### src/rtl/booth_pkg.sv
// Shared types for the sequential radix-4 Booth multiplier: FSM states,
// decoded Booth digit, and the digit-count helper.
package booth_pkg;

  typedef enum logic [1:0] {
    IDLE = 2'd0,
    BUSY = 2'd1,
    DONE = 2'd2
  } state_t;

  // Magnitude is 0 when neither one nor two is set; neg selects invert+carry.
  typedef struct packed {
    logic neg;
    logic one;
    logic two;
  } digit_t;

  // Unsigned operands need one extra digit to absorb the implicit zero MSBs.
  function automatic int unsigned n_digits(input int unsigned width, input logic sgn);
    return sgn ? (width / 2) : (width / 2 + 1);
  endfunction

endpackage

### src/rtl/booth_digit_dec.sv
// Radix-4 Booth window decoder: {b[2i+1], b[2i], b[2i-1]} -> digit in {-2..+2}.
module booth_digit_dec
  import booth_pkg::*;
(
  input  logic [2:0] win_i,
  output digit_t     dig_o
);

  always_comb begin
    dig_o = '0;
    case (win_i)
      3'b001, 3'b010: dig_o.one = 1'b1;
      3'b011:         dig_o.two = 1'b1;
      3'b100: begin
        dig_o.neg = 1'b1;
        dig_o.two = 1'b1;
      end
      3'b101, 3'b110: begin
        dig_o.neg = 1'b1;
        dig_o.one = 1'b1;
      end
      default: dig_o = '0;
    endcase
  end

endmodule

### src/rtl/booth_mul_seq.sv
// Iterative radix-4 Booth multiplier, one digit per BUSY cycle, LSB-first.
// Define BOOTH_MUL_ACC_EN to add the in_acc port and an ACC_W-bit accumulator.
module booth_mul_seq
  import booth_pkg::*;
#(
  parameter int WIDTH = 8,
  parameter int ACC_W = 2 * WIDTH + 8
) (
  input  logic                 clk,
  input  logic                 rst,
  input  logic                 in_valid,
  output logic                 in_ready,
  input  logic                 in_signed,
  input  logic [WIDTH-1:0]     in_a,
  input  logic [WIDTH-1:0]     in_b,
  output logic                 out_valid,
  input  logic                 out_ready,
`ifdef BOOTH_MUL_ACC_EN
  input  logic                 in_acc,
  output logic [ACC_W-1:0]     out_data
`else
  output logic [2*WIDTH-1:0]   out_data
`endif
);

  localparam int PW = 2 * WIDTH;
  localparam int MW = WIDTH + 3;
  localparam int CW = $clog2(WIDTH / 2 + 2);

  if ((WIDTH % 2) != 0 || WIDTH < 4 || ACC_W < 2 * WIDTH) begin : g_param_err
    $error("booth_mul_seq: WIDTH must be even and >= 4, ACC_W >= 2*WIDTH");
  end

  state_t          state_q;
  logic [CW-1:0]   cnt_q;
  logic [PW-1:0]   prod_q;
  logic [PW-1:0]   mcand_q;
  logic [MW-1:0]   mplr_q;
  logic            sgn_q;
  logic            in_ready_q;
  logic            out_valid_q;
`ifdef BOOTH_MUL_ACC_EN
  logic            acc_req_q;
  logic [ACC_W-1:0] acc_q;
  logic [ACC_W-1:0] prod_ext;
`else
  logic [PW-1:0]   out_data_q;
`endif

  digit_t          dig;
  logic [PW-1:0]   pp;
  logic [PW-1:0]   prod_d;
  logic [CW-1:0]   last_cnt;

  booth_digit_dec u_dec (
    .win_i (mplr_q[2:0]),
    .dig_o (dig)
  );

  // Negative digits invert the partial product and inject the +1 as carry-in
  // of the single accumulate adder.
  always_comb begin
    pp = '0;
    if (dig.two)      pp = {mcand_q[PW-2:0], 1'b0};
    else if (dig.one) pp = mcand_q;
    prod_d   = prod_q + (pp ^ {PW{dig.neg}}) + PW'(dig.neg);
    last_cnt = CW'(n_digits(WIDTH, sgn_q) - 1);
  end

`ifdef BOOTH_MUL_ACC_EN
  always_comb begin
    prod_ext = sgn_q ? ACC_W'($signed(prod_q)) : ACC_W'(prod_q);
  end
`endif

  always_ff @(posedge clk) begin
    if (rst) begin
      state_q     <= IDLE;
      cnt_q       <= '0;
      prod_q      <= '0;
      mcand_q     <= '0;
      mplr_q      <= '0;
      sgn_q       <= 1'b0;
      in_ready_q  <= 1'b1;
      out_valid_q <= 1'b0;
`ifdef BOOTH_MUL_ACC_EN
      acc_req_q   <= 1'b0;
      acc_q       <= '0;
`else
      out_data_q  <= '0;
`endif
    end else begin
      case (state_q)
        IDLE: begin
          if (in_valid && in_ready_q) begin
            mcand_q    <= {{WIDTH{in_signed & in_a[WIDTH-1]}}, in_a};
            mplr_q     <= {{2{in_signed & in_b[WIDTH-1]}}, in_b, 1'b0};
            sgn_q      <= in_signed;
`ifdef BOOTH_MUL_ACC_EN
            acc_req_q  <= in_acc;
`endif
            prod_q     <= '0;
            cnt_q      <= '0;
            in_ready_q <= 1'b0;
            state_q    <= BUSY;
          end
        end
        BUSY: begin
          prod_q  <= prod_d;
          mcand_q <= {mcand_q[PW-3:0], 2'b00};
          mplr_q  <= {2'b00, mplr_q[MW-1:2]};
          if (cnt_q == last_cnt) state_q <= DONE;
          else                   cnt_q   <= cnt_q + CW'(1);
        end
        DONE: begin
          // First DONE cycle registers the result; later cycles hold it.
          if (!out_valid_q) begin
            out_valid_q <= 1'b1;
`ifdef BOOTH_MUL_ACC_EN
            acc_q <= acc_req_q ? (acc_q + prod_ext) : prod_ext;
`else
            out_data_q <= prod_q;
`endif
          end else if (out_ready) begin
            out_valid_q <= 1'b0;
            in_ready_q  <= 1'b1;
            state_q     <= IDLE;
          end
        end
        default: begin
          state_q     <= IDLE;
          in_ready_q  <= 1'b1;
          out_valid_q <= 1'b0;
        end
      endcase
    end
  end

  assign in_ready  = in_ready_q;
  assign out_valid = out_valid_q;
`ifdef BOOTH_MUL_ACC_EN
  assign out_data  = acc_q;
`else
  assign out_data  = out_data_q;
`endif

endmodule

### config.mk
export PLATFORM = sky130hd
export DESIGN_NAME = booth_mul_seq
export DESIGN_NICKNAME = d
export VERILOG_FILES = /design/src/rtl/booth_pkg.sv /design/src/rtl/booth_digit_dec.sv /design/src/rtl/booth_mul_seq.sv
export SDC_FILE = /design/constraint.sdc
export NUM_CORES = 1
export LEC_CHECK = 0
export CORE_MARGIN = 2
export CORE_UTILIZATION = 35
export CTS_CLUSTER_DIAMETER = 100
export DETAILED_ROUTE_END_ITERATION = 10
export DONT_BUFFER_PORTS = 1
export GPL_ROUTABILITY_DRIVEN = 0
export PLACE_DENSITY = 0.55
export SYNTH_ARGS = -nofsm -noshare
export SYNTH_HDL_FRONTEND = slang
export SYNTH_SLANG_ARGS = --single-unit
export TNS_END_PERCENT = 100
### constraint.sdc
create_clock -name clk -period 10.87 [get_ports clk]
set_input_delay 1.6305 -clock clk [delete_from_list [all_inputs] [get_ports clk]]
set_output_delay 1.6305 -clock clk [all_outputs]
set_load 0.1 [all_outputs]
==> flow_metrics.tcl <==
set metrics [dict create \
    via_count 3128 \
    layout_commonest_cell "nand2_1" \
    grt_overflow 0 \
    cts_num_sinks 66 \
    whs_ns 0.453 \
    hold_viol_final 0 \
    nNetsFinal 491 \
    place_worst_setup_slack_ns 7.08 \
    critPathSlowestCell "o31ai_4" \
    critPathLaunchType "flip-flop" \
    insertedDiodeCount 0 \
    slew_violations 0 \
    portBuffers 0 \
    cts_buffers 9 \
    max_freq_ghz 0.264 \
    hold_class "reg2reg" \
    die_area_mm2 0.0114 \
    die_w_um 107 \
    r2r_slack_ns 7.08 \
    endpoint_kind "flip-flop" \
    multiInputGateArea_mm2 0.00226 \
    cts_tree "built" \
    core-area_mm2 0.0103 \
    drc 0 \
    p_per_area_mw_per_mm2 173 \
    avgSynthCellArea_um2 7.98 \
    cts-root-buf "clkbuf_8" \
    syn_nets 507 \
    seq_area_mm2 0.00132 \
    cpPeakStageDelay_ns 0.88 \
    period_share_pct 34.9 \
    synth_cells 464 \
    via_per_inst 5.31 \
    synth_ff_type "dfxtp_1" \
    first_iter_violations 126 \
    firstDrtPassIters 5 \
    start_util_pct 35.9 \
    clk_pin_slew_ns 0.08 \
    crit_type "reg2reg" \
    worst-endpoint-required_ns 11.11 \
    leakage_nw 1.51 \
    ir_worst_vdd_uv 72.2 \
    die_h_um 107 \
    ctsHoldBuffers 0 \
    fin_worst_skew_ns 0.0102 \
    min_period_ns 3.79 \
    outcome "finished, final reports clean" \
    yosys_warnings 0 \
    rows 37 \
    dp_hpwl_um 6060 \
    synth-edff-count 0 \
    crit_arrival_ns 4.04 \
    insertion_delay_ns 0.35 \
    setup_ws_ns 7.08 \
    fin_util_pct 38.6 \
    grt_max_degree 59 \
    grt_pass1_vias 3039 \
    htreeDepth 3 \
    finalSetupViolations 0 \
    ys_ff_latch 66 \
    synth-async-reset-ratio_pct 0 \
    relSlewSlack_pct 30.5 \
    cp_common_cell "ha_1" \
    crit_chain "inv_1 > ha_1 > o31ai_4 > xor2_1 > ha_1 > nand4_1 > or4_1 > o32ai_1 > nor2_1 > or3_1" \
    ctsLongestPathBuffers 2 \
    yosysSeqAreaShare_pct 35.7 \
    worst_pin_slew_ns 1.04 \
    antenna_found_initial 0 \
    ios 39 \
    grt_pass1_wl_um 14700 \
    wl_um 8600 \
    postCtsSetupRepairBufs 0 \
    fillers 1065 \
    wl_per_cell_um 14.6 \
    ant_nets 0 \
    area_delta_synth_final_pct 7.53 \
    setup_tns_ns 0 \
    gr-usage-all-layers_pct 16.1 \
    cts_resized 0 \
    crit_start "mplr_q[0]" \
    timing.rr.start "mplr_q[0]" \
    rsz0062_at_grt "no" \
    synth_area_mm2 0.00370 \
    drive_above_1_share_pct 6.40 \
    maxCapViolCount 0 \
    cp_max_fo 16 \
    netlist-cell-type-count 47 \
    final_cell_mix "nand2_1 (80), dfxtp_1 (66), a21oi_1 (61)" \
    holdCritStartpoint "mplr_q[9]" \
]
-- path summary, 6_finish.rpt --
kind                      to  cells after the start
hold / removal     mplr_q[9]                      2
setup reg to reg  prod_q[15]                     10
setup / recovery  prod_q[15]                     10
hold reg to reg    mplr_q[9]                      2
-- state kept, by name (all words and copies together) (netlist names) --
name / cells
prod_q: 16
mplr_q: 10
sgn_q: 1
state_q: 2
in_ready: 1
cnt_q: 3
mcand_q: 16
out_valid: 1
out_data: 16
-- cells by family (layout without fill, tap and decap cells) --
kind of cell | count (synthesis) | in the layout | share of synthesized area, %
flip-flops | 66 | 66 | 35.7
XOR/XNOR | 29 | 29 | 6.86
adder cells (fa/ha/maj) | 22 | 22 | 7.63
AND/OR/NAND/NOR | 175 | 175 | 21.3
AO/OA/AOI/OAI | 130 | 130 | 22.9
buffers and inverters | 35 | 24 | 3.55
multiplexers | 7 | 7 | 2.03
-- worst max-delay path: cells and delay by family, from the launching register on --
family / cells / cell delay [ns]
simple gates: 4 / 1.18
buf+inv: 1 / 0.08
flops: 1 / 0.38
compound gates: 2 / 1.08
fa+ha+maj: 2 / 0.70
xor+xnor: 1 / 0.26
-- Yosys cell counts, types with 5 or more instances --
cell      number  area share (%)
nand4_1        8             1.4
nor3_1         7            0.95
ha_1          21             7.1
buf_1          5            0.51
a311oi_1      13             3.1
nor2_1        43             4.4
xor2_1        19             4.5
and3_1        17             2.9
clkbuf_1      23             2.3
xnor2_1       10             2.4
mux2i_1        5             1.4
dfxtp_1       66              36
inv_1          7            0.71
o21ai_0       12             1.6
o211ai_1       5             1.0
a21oi_1       61             8.2
nand2_1       80             8.1
a22oi_1       16             3.2
-- cell type report --
| cell class | count | share of cell area, % |
|---|---|---|
| repair buffers | 1 | 0.188 |
| inverters | 7 | 0.660 |
| multi-input cells | 363 | 56.7 |
| clock inverters | 7 | 1.95 |
| flip-flops and latches | 66 | 33.2 |
| well taps | 136 | 4.27 |
| clock buffers | 9 | 3.11 |
-- metal layers --
| metal | wire length, µm | global-route usage, % | vias up |
|---|---|---|---|
| met1 | 4190 | 21.2 | 1445 |
| met5 | 0 | 0 | - |
| met2 | 3950 | 26.3 | 55 |
| met3 | 348 | 3.10 | 8 |
| met4 | 116 | 6.03 | 0 |
| li1 | - | - | 1620 |
-- through the flow --
stage               power [W]  instance area (µm²)  std cells
floorplan            0.000447                 3700        464
global placement     0.000480                 3780        573
detailed placement   0.000484                 3780        573
CTS                  0.000698                 3980        589
global route         0.000735                 3980        589
finish               0.000690                 3980        589
-- where the power goes --
group          total, W  leakage, nW  internal, W  switching [W]
clock network  0.000212       0.0885     0.000107       0.000104
logic          0.000184        0.882    0.0000664       0.000118
registers      0.000293        0.537     0.000262      0.0000313
total          0.000690         1.51     0.000436       0.000254
Power figures use the tool's default switching activity.
